## src/rtl/dispatch_stage.sv

```systemverilog
`default_nettype none
// ============================================================================
// Module   : dispatch_stage
// Purpose  : 2-wide rename-to-issue-queue dispatch with lane compaction,
//            busy-table operand readiness and writeback bypass.
// Revision : 1.0 - initial release
// ============================================================================
module dispatch_stage #(
    parameter int DISPATCH_WIDTH       = 2,
    parameter int PHYS_REGS            = 64,
    parameter int PHYS_REGS_ADDR_WIDTH = 6,
    parameter int ROB_ADDR_WIDTH       = 4,
    parameter int DISPATCH_ADDR_WIDTH  = 1,
    parameter int ALU_CMD_WIDTH        = 4,
    parameter int OP_TYPE_WIDTH        = 2
) (
    input  logic                                                  clk,
    input  logic                                                  rst,
    input  logic [DISPATCH_WIDTH-1:0]                             in_valid,
    output logic                                                  in_ready,
    input  logic [DISPATCH_WIDTH-1:0][ALU_CMD_WIDTH-1:0]          in_alu_cmd,
    input  logic [DISPATCH_WIDTH-1:0][PHYS_REGS_ADDR_WIDTH-1:0]   in_op1,
    input  logic [DISPATCH_WIDTH-1:0][31:0]                       in_op2,
    input  logic [DISPATCH_WIDTH-1:0][OP_TYPE_WIDTH-1:0]          in_op2_type,
    input  logic [DISPATCH_WIDTH-1:0]                             in_rd_valid,
    input  logic [DISPATCH_WIDTH-1:0][PHYS_REGS_ADDR_WIDTH-1:0]   in_phys_rd,
    input  logic [DISPATCH_WIDTH-1:0][DISPATCH_ADDR_WIDTH-1:0]    in_bank_addr,
    input  logic [DISPATCH_WIDTH-1:0][ROB_ADDR_WIDTH-1:0]         in_rob_addr,
    input  logic                                                  isq_full,
    output logic [DISPATCH_WIDTH-1:0]                             disp_en,
    output logic [DISPATCH_WIDTH-1:0][ALU_CMD_WIDTH-1:0]          disp_alu_cmd,
    output logic [DISPATCH_WIDTH-1:0][PHYS_REGS_ADDR_WIDTH-1:0]   disp_op1,
    output logic [DISPATCH_WIDTH-1:0][31:0]                       disp_op2,
    output logic [DISPATCH_WIDTH-1:0][OP_TYPE_WIDTH-1:0]          disp_op2_type,
    output logic [DISPATCH_WIDTH-1:0][PHYS_REGS_ADDR_WIDTH-1:0]   disp_phys_rd,
    output logic [DISPATCH_WIDTH-1:0][DISPATCH_ADDR_WIDTH-1:0]    disp_bank_addr,
    output logic [DISPATCH_WIDTH-1:0][ROB_ADDR_WIDTH-1:0]         disp_rob_addr,
    output logic [DISPATCH_WIDTH-1:0]                             disp_op1_valid,
    output logic [DISPATCH_WIDTH-1:0]                             disp_op2_valid,
    input  logic [DISPATCH_WIDTH-1:0]                             wb_valid,
    input  logic [DISPATCH_WIDTH-1:0][PHYS_REGS_ADDR_WIDTH-1:0]   wb_phys_rd
);

    localparam logic [OP_TYPE_WIDTH-1:0] c_OP_REG = OP_TYPE_WIDTH'(0);
    localparam logic [OP_TYPE_WIDTH-1:0] c_OP_IMM = OP_TYPE_WIDTH'(1);

    logic [DISPATCH_WIDTH-1:0]                           r_hold_valid;
    logic [DISPATCH_WIDTH-1:0][ALU_CMD_WIDTH-1:0]        r_alu_cmd;
    logic [DISPATCH_WIDTH-1:0][PHYS_REGS_ADDR_WIDTH-1:0] r_op1;
    logic [DISPATCH_WIDTH-1:0][31:0]                     r_op2;
    logic [DISPATCH_WIDTH-1:0][OP_TYPE_WIDTH-1:0]        r_op2_type;
    logic [DISPATCH_WIDTH-1:0]                           r_rd_valid;
    logic [DISPATCH_WIDTH-1:0][PHYS_REGS_ADDR_WIDTH-1:0] r_phys_rd;
    logic [DISPATCH_WIDTH-1:0][DISPATCH_ADDR_WIDTH-1:0]  r_bank_addr;
    logic [DISPATCH_WIDTH-1:0][ROB_ADDR_WIDTH-1:0]       r_rob_addr;
    logic [PHYS_REGS-1:0]                                r_ready;

    logic                      w_fire;
    logic                      w_accept;
    logic                      w_lane0_writes;
    logic                      w_op1_hit;
    logic                      w_op2_hit;
    logic [PHYS_REGS-1:0]      w_ready_nxt;
    logic [DISPATCH_WIDTH-1:0] w_op1_valid;
    logic [DISPATCH_WIDTH-1:0] w_op2_valid;

    // Enables depend only on held state and isq_full, never on their own effect.
    assign w_fire   = (|r_hold_valid) && !isq_full && !rst;
    assign in_ready = !(|r_hold_valid) || w_fire;
    assign w_accept = (|in_valid) && in_ready;
    assign disp_en  = r_hold_valid & {DISPATCH_WIDTH{!isq_full && !rst}};

    always_ff @(posedge clk) begin
        if (rst) begin
            r_hold_valid <= '0;
            r_alu_cmd    <= '0;
            r_op1        <= '0;
            r_op2        <= '0;
            r_op2_type   <= '0;
            r_rd_valid   <= '0;
            r_phys_rd    <= '0;
            r_bank_addr  <= '0;
            r_rob_addr   <= '0;
        end else if (w_accept) begin
            r_hold_valid <= in_valid;
            r_alu_cmd    <= in_alu_cmd;
            r_op1        <= in_op1;
            r_op2        <= in_op2;
            r_op2_type   <= in_op2_type;
            r_rd_valid   <= in_rd_valid;
            r_phys_rd    <= in_phys_rd;
            r_bank_addr  <= in_bank_addr;
            r_rob_addr   <= in_rob_addr;
            // A lone lane-1 instruction is moved down so lane 0 is always filled first.
            if (in_valid == 2'b10) begin
                r_hold_valid   <= 2'b01;
                r_alu_cmd[0]   <= in_alu_cmd[1];
                r_op1[0]       <= in_op1[1];
                r_op2[0]       <= in_op2[1];
                r_op2_type[0]  <= in_op2_type[1];
                r_rd_valid[0]  <= in_rd_valid[1];
                r_phys_rd[0]   <= in_phys_rd[1];
                r_bank_addr[0] <= in_bank_addr[1];
                r_rob_addr[0]  <= in_rob_addr[1];
            end
        end else if (w_fire) begin
            r_hold_valid <= '0;
        end
    end

    // Sets are applied before clears so a same-cycle clear wins; p0 is always ready.
    always_comb begin
        w_ready_nxt = r_ready;
        for (int b = 0; b < DISPATCH_WIDTH; b++) begin
            if (wb_valid[b]) w_ready_nxt[wb_phys_rd[b]] = 1'b1;
        end
        if (w_fire) begin
            for (int i = 0; i < DISPATCH_WIDTH; i++) begin
                if (r_hold_valid[i] && r_rd_valid[i] && (r_phys_rd[i] != '0))
                    w_ready_nxt[r_phys_rd[i]] = 1'b0;
            end
        end
        w_ready_nxt[0] = 1'b1;
    end

    always_ff @(posedge clk) begin
        if (rst) r_ready <= '1;
        else     r_ready <= w_ready_nxt;
    end

    assign w_lane0_writes = r_hold_valid[0] && r_rd_valid[0] && (r_phys_rd[0] != '0);

    // Readiness is qualified by lane valid so empty lanes report not-ready.
    always_comb begin
        w_op1_valid = '0;
        w_op2_valid = '0;
        w_op1_hit   = 1'b0;
        w_op2_hit   = 1'b0;
        for (int i = 0; i < DISPATCH_WIDTH; i++) begin
            w_op1_hit = r_ready[r_op1[i]];
            w_op2_hit = r_ready[r_op2[i][PHYS_REGS_ADDR_WIDTH-1:0]];
            for (int b = 0; b < DISPATCH_WIDTH; b++) begin
                if (wb_valid[b] && (wb_phys_rd[b] == r_op1[i])) w_op1_hit = 1'b1;
                if (wb_valid[b] && (wb_phys_rd[b] == r_op2[i][PHYS_REGS_ADDR_WIDTH-1:0]))
                    w_op2_hit = 1'b1;
            end
            if ((i != 0) && w_lane0_writes) begin
                if (r_phys_rd[0] == r_op1[i]) w_op1_hit = 1'b0;
                if (r_phys_rd[0] == r_op2[i][PHYS_REGS_ADDR_WIDTH-1:0]) w_op2_hit = 1'b0;
            end
            w_op1_valid[i] = r_hold_valid[i] && w_op1_hit;
            if (r_op2_type[i] == c_OP_IMM)      w_op2_valid[i] = r_hold_valid[i];
            else if (r_op2_type[i] == c_OP_REG) w_op2_valid[i] = r_hold_valid[i] && w_op2_hit;
            else                                w_op2_valid[i] = 1'b0;
        end
    end

    assign disp_alu_cmd   = r_alu_cmd;
    assign disp_op1       = r_op1;
    assign disp_op2       = r_op2;
    assign disp_op2_type  = r_op2_type;
    assign disp_phys_rd   = r_phys_rd;
    assign disp_bank_addr = r_bank_addr;
    assign disp_rob_addr  = r_rob_addr;
    assign disp_op1_valid = w_op1_valid;
    assign disp_op2_valid = w_op2_valid;

endmodule
`default_nettype wire

```

## config.mk

```make
export PLATFORM = sky130hd
export DESIGN_NAME = dispatch_stage
export DESIGN_NICKNAME = d
export VERILOG_FILES = /design/src/rtl/dispatch_stage.sv
export SDC_FILE = /design/constraint.sdc
export NUM_CORES = 1
export LEC_CHECK = 0
export CAP_MARGIN = 15
export CELL_PAD_IN_SITES_DETAIL_PLACEMENT = 1
export CELL_PAD_IN_SITES_GLOBAL_PLACEMENT = 1
export CORE_ASPECT_RATIO = 1.1
export CORE_MARGIN = 2
export CORE_UTILIZATION = 28
export CTS_BUF_LIST = sky130_fd_sc_hd__clkbuf_16
export CTS_CLUSTER_DIAMETER = 150
export CTS_CLUSTER_SIZE = 8
export DETAILED_ROUTE_END_ITERATION = 8
export PLACE_DENSITY_LB_ADDON = 0.15
export SYNTH_ARGS = -nofsm -noshare
export SYNTH_HDL_FRONTEND = slang
export SYNTH_SLANG_ARGS = --single-unit
export TNS_END_PERCENT = 50
```

## constraint.sdc

```tcl
create_clock -name clk -period 3 [get_ports clk]
set_input_delay 0.3 -clock clk [delete_from_list [all_inputs] [get_ports clk]]
set_output_delay 0.3 -clock clk [all_outputs]
set_load 0.01 [all_outputs]
```

==> results of run 1 <==
==> synth_stat cells, types with 2 or more instances <==
cell type	number	area share [%]
inv_1	14	0.47
a22oi_1	61	4.1
o41ai_1	2	0.16
mux2_2	2	0.20
mux2i_1	79	7.1
and3_1	5	0.28
a311oi_1	2	0.16
nor3b_1	20	1.3
a41oi_1	2	0.16
mux4_2	52	10
a31oi_1	3	0.17
or3_1	2	0.11
a21oi_1	61	2.7
xnor2_1	26	2.0
nand4_1	15	0.84
buf_4	2	0.13
dfxtp_1	177	32
o21ai_0	4	0.18
nand4b_1	2	0.16
o22ai_1	100	5.6
nand2_1	138	4.6
a221oi_1	12	0.94
nor2b_1	15	0.84
and3b_1	8	0.62
mux4_1	6	1.4
nand2b_1	57	3.2
a32oi_1	7	0.55
buf_1	16	0.54
clkbuf_1	84	2.8
a211oi_1	61	4.1
nor2_1	102	3.4
nand3_1	19	0.85
or3b_2	3	0.23
nand3b_1	10	0.67
nor4_1	9	0.50
buf_2	23	1.0
nor3_1	21	0.94
o21bai_1	14	0.94
xor2_1	34	2.7
==> cells by family after synthesis <==
family / count (synthesis)
AOI/OAI and AO/OA: 340
xor gates and xnor gates: 60
DFF: 177
muxes: 139
and+or+nand+nor: 432
buffers and inverters: 140
==> cell usage in the layout (no fill, tap or decap), types with 52 or more instances in the layout <==
cell type / instances
nor2_1: 102
buf_4: 101
o22ai_1: 100
clkdlybuf4s50_1: 242
a21oi_1: 61
a22oi_1: 61
nand2b_1: 56
dfxtp_1: 159
mux4_2: 52
nand2_1: 138
a211oi_1: 60
mux2i_1: 79
==> per-stage QoR <==
step	hold WS (ns)	utilization [%]
2_1_floorplan	0.433	-
3_3_place_gp	0.441	37.6
3_5_place_dp	0.451	37.6
4_1_cts	0.107	39.2
5_1_grt	0.126	39.4
6_report	0.133	39.4
==> layout make-up <==
class | count | area, sq um
fill | 4575 | 23900
multi-input combinational | 971 | 7200
sequential | 177 | 3580
timing repair buffer | 360 | 3450
tap | 507 | 634
clock buffer | 17 | 425
clock inverter | 15 | 159
inverter | 14 | 52.6
==> sequential cells by signal, indices dropped and copies added (netlist names) <==
signal	flops
disp_rob_addr	8
disp_op2	64
disp_op2_type	4
disp_bank_addr	2
disp_phys_rd	12
r_rd_valid	2
r_ready	63
disp_alu_cmd	8
disp_op1	12
r_hold_valid	2
==> how the worst max path moves through the flow <==
stage,endpoint,slack (ns),cells after the start
floorplan,disp_op1_valid[0],0.63,6
global placement,disp_op2_valid[1],-0.07,6
detailed placement,disp_op2_valid[1],-0.08,8
CTS,disp_op2_valid[1],-0.15,6
global route,disp_op1_valid[0],-0.08,8
finish,disp_op1_valid[0],0.0009,5
==> metal layers <==
layer | part of all wire [%] | global-route usage, %
met5 | 0.075 | 0
met4 | 4.5 | 10.9
met3 | 8.1 | 7.09
met2 | 46 | 42.0
met1 | 41 | 32.0
==> where the power goes <==
group	internal, mW	total [mW]	switching (mW)
combinational	0.892	1.85	0.959
sequential	2.50	2.68	0.182
clock	1.24	2.31	1.07
total	4.63	6.84	2.22
==> what timing repair did <==
action / in CTS / in global routing
endpoints found under the setup margin: 4 / 4
hold buffers: 0 / 0
pin swaps: 0 / 1
buffers inserted: 0 / 0
resized for setup: 33 / 12
==> results.sh, run 1 <==
export IMPL_crit_path_max_incr_delay_ns=0.53
export IMPL_cts_buffers=17
export IMPL_setup_ws_ns=0.000887
export IMPL_synthArstFlopShare_pct=0
export IMPL_synth_cell_types=57
export IMPL_path_class="register to output port"
export IMPL_startpoint_type="register"
export IMPL_fin_crit_ns=3.00
export IMPL_yosysWarnings=0
export IMPL_clkSlewWorstSetupHoldPaths_ns=0.08
export IMPL_initial_core_util_pct=28.5
export IMPL_antenna_found_initial=4
export IMPL_post_drt_wl_per_cell_um=26.4
export IMPL_place_gp_congestion=0.938
export IMPL_synth_flop_cell="dfxtp_1"
export IMPL_ant_nets=0
export IMPL_holdPathStages=2
export IMPL_die_w_um=195
export IMPL_p_per_area_mw_per_mm2=441
export IMPL_drtIter0Drc=773
export IMPL_syn_num_nets=1419
export IMPL_crit_required_ns=2.70
export IMPL_arrival_ns=2.70
export IMPL_tightest_slew_ns=0.834
export IMPL_final_area_sq_mm=0.0155
export IMPL_cts_htree_levels=4
export IMPL_ys_seq_area_share_pct=31.6
export IMPL_rsz0062_at_grt="true"
export IMPL_insertedDiodeCount=0
export IMPL_setup_viol=0
export IMPL_synth_compound_area_share_pct=20.5
export IMPL_critPathLaunch="disp_op1[0]"
export IMPL_dp_worst_setup_slack_ns=-0.0841
export IMPL_area_growth_syn_to_layout_pct=38.2
export IMPL_cp_top_family="multiplexers"
export IMPL_max_freq_ghz=0.333
export IMPL_grt_pass1_vias=12200
export IMPL_grt_ovfl_total=0
export IMPL_rr_startpoint="r_hold_valid[1]"
export IMPL_nets=1672
export IMPL_drt_first_pass_iters=5
export IMPL_synth_fa_ha_area_share_pct=0
export IMPL_finalPower_mw=6.84
export IMPL_max_cap_viol_count=0
export IMPL_clock_sinks=177
export IMPL_syn_area_sq_mm=0.0112
export IMPL_synth_top_family_by_area="compound AO/OA/AOI/OAI gates"
export IMPL_path_max_fanout=9
export IMPL_leakage_nw=5.52
export IMPL_r2r_end="r_ready[45]"
export IMPL_syn_area_per_cell_sq_um=8.71
export IMPL_synth_cells=1288
export IMPL_cts_root_buf="clkbuf_16"
export IMPL_synth_xor_area_share_pct=4.69
export IMPL_fin_skew_ns=0.0154
export IMPL_slew_viol_final=0
export IMPL_synth_seq_cells=177
export IMPL_reg2regPathDepth=5
export IMPL_critPathCaptureType="output port"
export IMPL_min_from="rst"
export IMPL_via_per_inst=5.75
export IMPL_hp_class="input port to register"
export IMPL_track_usage_pct=25.8
export IMPL_synthSimpleGateAreaFrac_pct=19.0
export IMPL_vdd_drop_max_mv=0.405
export IMPL_hold_end="disp_op2_type[3]"
export IMPL_grt_max_degree=78
export IMPL_routed_wl_mm=54.3
export IMPL_insertion_delay_ns=0.46
export IMPL_path_common_cell="mux4_2"
export IMPL_row_count=76
export IMPL_cts_tree="built"
export IMPL_route_detailed_drc=0
export IMPL_synth_edf_count=0
export IMPL_dpl_hpwl_mm=41.7
export IMPL_drive_gt1_share_pct=15.2
export IMPL_dpl_cell_area_sq_mm=0.0148
export IMPL_r2r_slack_ns=0.74
export IMPL_final_period_utilization_pct=100
export IMPL_via_count=11900
export IMPL_outcome="finished, final reports clean"
export IMPL_finalSetupTns_ns=0
export IMPL_fin_cells=2061
export IMPL_worst_path_buf_inv=1
export IMPL_chipHeight_um=214
export IMPL_boundaryPins=248
export IMPL_grt_pass1_wl_mm=80.9
export IMPL_slowest_stage="mux4_2"
export IMPL_core_sq_mm=0.0394
export IMPL_path_cells="mux4_2 > mux4_2 > a32oi_1 > a41oi_1 > dlygate4sd2_1"
export IMPL_synth_area_mux_share_pct=19.1
export IMPL_slew_headroom_pct=44.0
export IMPL_fp_dieArea_sq_mm=0.0417
export IMPL_final_hold_viol_count=0
export IMPL_clk_path_buf_depth=2
export IMPL_place_inst=2028
export IMPL_portBuffers=247
(Power assumes the default switching activity.)
==> inputs of run 2 (changes only) <==
==> constraint.sdc (replaced) <==
create_clock -name clk -period 3 [get_ports clk]
set_input_delay 0.45 -clock clk [delete_from_list [all_inputs] [get_ports clk]]
set_output_delay 0.45 -clock clk [all_outputs]
set_load 0.01 [all_outputs]
==> results.sh, run 2 (synthesis results as in run 1) <==
export IMPL_routed_wl_mm=54.0
export IMPL_arrival_ns=2.52
export IMPL_antenna_found_initial=2
export IMPL_cts_tree="built"
export IMPL_route_detailed_drc=0
export IMPL_outcome="finished, final reports clean"
export IMPL_rsz0062_at_grt="true"
export IMPL_holdPathStages=2
export IMPL_final_hold_viol_count=0
export IMPL_crit_required_ns=2.55
export IMPL_drtIter0Drc=906
export IMPL_use_met2_pct=43.0
export IMPL_pwr_share_comb_pct=26.6
export IMPL_path_class="register to output port"
export IMPL_reg2regPathDepth=5
export IMPL_clock_sinks=177
export IMPL_critPathCaptureType="output port"
export IMPL_drive_gt1_share_pct=17.8
export IMPL_area_growth_syn_to_layout_pct=41.4
export IMPL_initial_core_util_pct=28.5
export IMPL_vdd_drop_max_mv=0.397
export IMPL_tightest_slew_ns=1.10
export IMPL_hp_class="input port to register"
export IMPL_track_usage_pct=25.5
export IMPL_critPathLaunch="r_ready[34]"
export IMPL_drt_first_pass_iters=5
export IMPL_path_max_fanout=4
export IMPL_setup_viol=0
export IMPL_nets=1712
export IMPL_grt_busiest_layer="met2"
export IMPL_core_sq_mm=0.0394
export IMPL_layout_commonest_cell="clkdlybuf4s50_1"
export IMPL_netSwitchingFraction_pct=30.9
export IMPL_grt_max_degree=105
export IMPL_max_freq_ghz=0.337
export IMPL_portBuffers=247
export IMPL_max_cap_viol_count=0
export IMPL_grt_pass1_wl_mm=80.2
export IMPL_use_met1_pct=31.0
export IMPL_cts_buffers=17
export IMPL_final_cell_mix="clkdlybuf4s50_1 (242), dfxtp_1 (159), buf_4 (139), nand2_1 (138), nor2_1 (102)"
export IMPL_fin_crit_ns=2.97
export IMPL_clkPwrFrac_pct=35.7
export IMPL_clk_path_buf_depth=2
export IMPL_boundaryPins=248
export IMPL_insertion_delay_ns=0.45
export IMPL_pwr_share_seq_pct=37.7
export IMPL_slew_headroom_pct=26.4
export IMPL_p_per_area_mw_per_mm2=449
export IMPL_intPower_mw=4.93
export IMPL_holdWs_ns=0.344
export IMPL_via_per_inst=5.65
export IMPL_dpl_hpwl_mm=42.5
export IMPL_via_count=11900
export IMPL_insertedDiodeCount=0
export IMPL_grt_ovfl_total=0
export IMPL_min_from="rst"
export IMPL_leakage_nw=5.74
export IMPL_largest_register_ffs=64
export IMPL_cts_htree_levels=4
export IMPL_finalSetupTns_ns=0
export IMPL_clkSlewWorstSetupHoldPaths_ns=0.07
export IMPL_rr_startpoint="disp_phys_rd[0]"
export IMPL_place_gp_congestion=0.952
export IMPL_ant_nets=0
export IMPL_slew_viol_final=0
export IMPL_fin_skew_ns=0.0138
export IMPL_post_drt_wl_per_cell_um=25.7
export IMPL_chipHeight_um=214
export IMPL_p_switching_mw=2.20
export IMPL_cts_root_buf="clkbuf_16"
export IMPL_grt_pass1_vias=12400
export IMPL_die_w_um=195
export IMPL_grt_use_met3_pct=6.09
export IMPL_fin_util_pct=40.3
export IMPL_startpoint_type="register"
export IMPL_fp_dieArea_sq_mm=0.0417
export IMPL_row_count=76
export IMPL_final_period_utilization_pct=99.0
-- run 2: layer usage --
metal / share of wire [%] / wire, um
met1: 41 / 21900
met3: 7.4 / 4000
met2: 48 / 25700
met4: 4.4 / 2370
met5: 0.024 / 13
-- run 2: power by group through the flow --
| stage | Sequential [mW] | Clock (mW) | Combinational, mW |
|---|---|---|---|
| 4_1_cts | 2.69 | 2.60 | 1.90 |
| 5_1_grt | 2.71 | 2.69 | 2.04 |
| 3_5_place_dp | 2.74 | 0 | 1.87 |
| 2_1_floorplan | 2.71 | 0 | 0.875 |
| 6_report | 2.69 | 2.54 | 1.90 |
| 3_3_place_gp | 2.73 | 0 | 1.86 |
-- run 2: metrics by stage --
step                power (mW)  std cells  worst slack, ns  area [sq um]
finish                    7.13       2101           0.0285         15900
global route              7.44       2101          -0.0599         15900
CTS                       7.19       2100          -0.0666         15800
detailed placement        4.61       2066           -0.294         15100
global placement          4.59       2066           -0.363         15100
floorplan                 3.58       1288            0.481         11200
-- run 2: final timing paths --
| check | endpoint | slack (ns) |
|---|---|---|
| worst max-delay path | disp_op2_valid[0] | 0.03 |
| worst min-delay path | disp_phys_rd[9] | 0.34 |
| worst max register to register | r_ready[32] | 0.74 |
| worst min register to register | disp_op2[47] | 0.46 |
-- run 2: final cells by class --
type                            instances  area, sq um
Fill cell                            4584        23500
Multi-Input combinational cell        971         7210
Timing Repair Buffer                  400         3730
Sequential cell                       177         3580
Tap cell                              507          634
Clock buffer                           17          425
Clock inverter                         15          230
Inverter                               14         52.6
-- run 2: worst max-delay path: stages, from the launching register on --
cell      delay [ns]
dfxtp_2         0.36
buf_4           0.18
mux4_1          0.48
mux4_2          0.45
and3b_1         0.20
nor4_2          0.12
a311oi_1        0.13
buf_2           0.16
-- run 2: what timing repair did --
action	4_1_cts	5_1_grt
setup buffers	2	2
cloned	0	0
gates resized for setup	52	11
hold buffers	0	0
pin swaps	4	5
hold endpoints to repair	0	0
endpoints found under the setup margin	4	4
==> inputs of run 3 (changes only) <==
--- a/config.mk
+++ b/config.mk
@@ -5,6 +5,7 @@
 export SDC_FILE = /design/constraint.sdc
 export NUM_CORES = 1
 export LEC_CHECK = 0
+export ABC_CLOCK_PERIOD_IN_PS = 3000
 export CAP_MARGIN = 15
 export CELL_PAD_IN_SITES_DETAIL_PLACEMENT = 1
 export CELL_PAD_IN_SITES_GLOBAL_PLACEMENT = 1
@@ -16,6 +17,7 @@
 export CTS_CLUSTER_SIZE = 8
 export DETAILED_ROUTE_END_ITERATION = 8
 export PLACE_DENSITY_LB_ADDON = 0.15
+export RECOVER_POWER = 100
 export SYNTH_ARGS = -nofsm -noshare
 export SYNTH_HDL_FRONTEND = slang
 export SYNTH_SLANG_ARGS = --single-unit
==> results.sh, run 3 (synthesis results as in run 1) <==
export IMPL_outcome="finished with violations"
export IMPL_violations="capacitance limit, slew limit"
export IMPL_leakage_nw=5.93
export IMPL_ant_nets=0
export IMPL_routed_wl_mm=53.9
export IMPL_final_area_sq_mm=0.0158
export IMPL_boundaryPins=248
export IMPL_crit_path_max_incr_delay_ns=0.55
export IMPL_crit_required_ns=2.55
export IMPL_hp_class="register to register"
export IMPL_core_sq_mm=0.0394
export IMPL_antenna_found_initial=2
export IMPL_place_gp_congestion=0.952
export IMPL_route_detailed_drc=0
export IMPL_critPathCaptureType="output port"
export IMPL_slew_viol_final=105
export IMPL_path_common_cell="buf_4"
export IMPL_insertion_delay_ns=0.45
export IMPL_nets=1712
export IMPL_dpl_cell_area_sq_mm=0.0151
export IMPL_path_class="register to output port"
export IMPL_r2r_end="disp_op2[28]"
export IMPL_rsz0062_at_grt="true"
export IMPL_fin_crit_ns=2.97
export IMPL_worst_path_buf_inv=4
export IMPL_r2r_slack_ns=0.21
export IMPL_chipHeight_um=214
export IMPL_holdPathStages=2
export IMPL_fillers=4590
export IMPL_final_period_utilization_pct=98.9
export IMPL_post_drt_wl_per_cell_um=25.6
export IMPL_slowest_stage="mux4_2"
export IMPL_clock_sinks=177
export IMPL_clkSlewWorstSetupHoldPaths_ns=0.08
export IMPL_portBuffers=247
export IMPL_insertedDiodeCount=0
export IMPL_grt_pass1_wl_mm=80.2
export IMPL_area_growth_syn_to_layout_pct=40.9
export IMPL_tightest_slew_ns=2.06
export IMPL_fin_skew_ns=0.0134
export IMPL_path_max_fanout=6
export IMPL_grt_pass1_vias=12400
export IMPL_vdd_drop_max_mv=0.395
export IMPL_final_hold_viol_count=0
export IMPL_reg2regPathDepth=5
export IMPL_drtIter0Drc=863
export IMPL_die_w_um=195
export IMPL_path_cells="buf_12 > mux4_2 > a22oi_2 > a31oi_1 > buf_4 > nor4_4 > buf_4 > a21oi_4 > buf_6"
export IMPL_layout_commonest_cell="dfxtp_1"
export IMPL_via_count=11900
export IMPL_startpoint_type="register"
export IMPL_setup_viol=0
export IMPL_max_freq_ghz=0.337
export IMPL_finalSetupTns_ns=0
export IMPL_grt_max_degree=105
export IMPL_path_depth=9
export IMPL_hold_end="disp_op2[38]"
export IMPL_arrival_ns=2.52
export IMPL_via_per_inst=5.65
export IMPL_rr_startpoint="r_hold_valid[1]"
export IMPL_p_per_area_mw_per_mm2=447
export IMPL_slew_headroom_pct=-37.2
export IMPL_cts_root_buf="clkbuf_16"
export IMPL_cts_buffers=17
export IMPL_fp_dieArea_sq_mm=0.0417
export IMPL_largest_register_ffs=64
export IMPL_row_count=76
export IMPL_min_from="disp_op2[38]"
export IMPL_drive_gt1_share_pct=17.3
export IMPL_track_usage_pct=25.5
export IMPL_hold_buffers=0
export IMPL_cp_top_family="buffers and inverters"
export IMPL_max_cap_viol_count=1
export IMPL_cts_tree="built"
export IMPL_drt_first_pass_iters=5
export IMPL_cts_htree_levels=4
export IMPL_dpl_hpwl_mm=42.5
export IMPL_initial_core_util_pct=28.5
export IMPL_grt_ovfl_total=0
export IMPL_clk_path_buf_depth=2
export IMPL_final_cell_mix="dfxtp_1 (159), clkdlybuf4s50_1 (141), nand2_1 (138), buf_4 (128), nor2_1 (102)"
## run 3: changes by cell type in the layout (fill, tap and decap cells not counted), sizes merged
cell,change
dlygate4sd3,+101
clkdlybuf4s50,-101
buf,-12
clkbuf,+12
## run 3: worst max path at each step
stage | startpoint | to | slack [ns]
after CTS | disp_op1[6] | disp_op1_valid[1] | -0.07
after global placement | wb_phys_rd[5] | disp_op1_valid[1] | -0.36
after floorplan | disp_op1[0] | disp_op1_valid[0] | 0.48
final | disp_op1[6] | disp_op1_valid[1] | 0.03
after detailed placement | wb_phys_rd[11] | disp_op1_valid[1] | -0.29
after global routing | disp_op1[6] | disp_op1_valid[1] | -0.06
## run 3: tightest hold or removal path: cells and delay by family, from the launching register on
family	cells	cell delay [ns]
flip-flops	1	0.31
AND/OR/NAND/NOR	1	0.05
AO/OA/AOI/OAI	1	0.05
## run 3: cell type report
class / count / area (sq um) / share of cell area (%)
Tap cell: 507 / 634 / 4.01
Clock inverter: 15 / 230 / 1.46
Timing Repair Buffer: 400 / 3680 / 23.3
Clock buffer: 17 / 425 / 2.69
Multi-Input combinational cell: 971 / 7200 / 45.6
Inverter: 14 / 52.6 / 0.333
Sequential cell: 177 / 3580 / 22.6
## run 3: timing repair
action                                  4_1_cts  5_1_grt
endpoints found under the setup margin        4        4
pin swaps                                     4        5
gates resized for setup                      52       11
buffers inserted                              2        2
## run 3: power by group
group          leakage, nW  switching [mW]  total, mW  internal, mW
Sequential            1.46           0.182       2.68          2.50
Combinational         4.16           0.959       1.83         0.876
Clock                0.311            1.05       2.54          1.49
## run 3: layer usage
layer,vias to the layer above,global-route usage [%],wire (um)
li1,5409,-,-
met1,5865,31.0,21800
met2,485,43.0,25500
met3,113,6.09,4100
met4,2,11.2,2410
met5,-,0,13
## run 3: per-stage QoR
step | hold WS (ns) | instances | setup WS (ns) | total power [mW] | utilization, %
4_1_cts | 0.323 | 2100 | -0.0666 | 7.19 | 40.2
2_1_floorplan | 0.464 | 1288 | 0.481 | 3.58 | -
3_3_place_gp | 0.442 | 2066 | -0.363 | 4.59 | 38.2
6_report | 0.455 | 2101 | 0.0316 | 7.06 | 40.1
3_5_place_dp | 0.450 | 2066 | -0.294 | 4.61 | 38.2
5_1_grt | 0.473 | 2101 | -0.0599 | 7.37 | 40.1
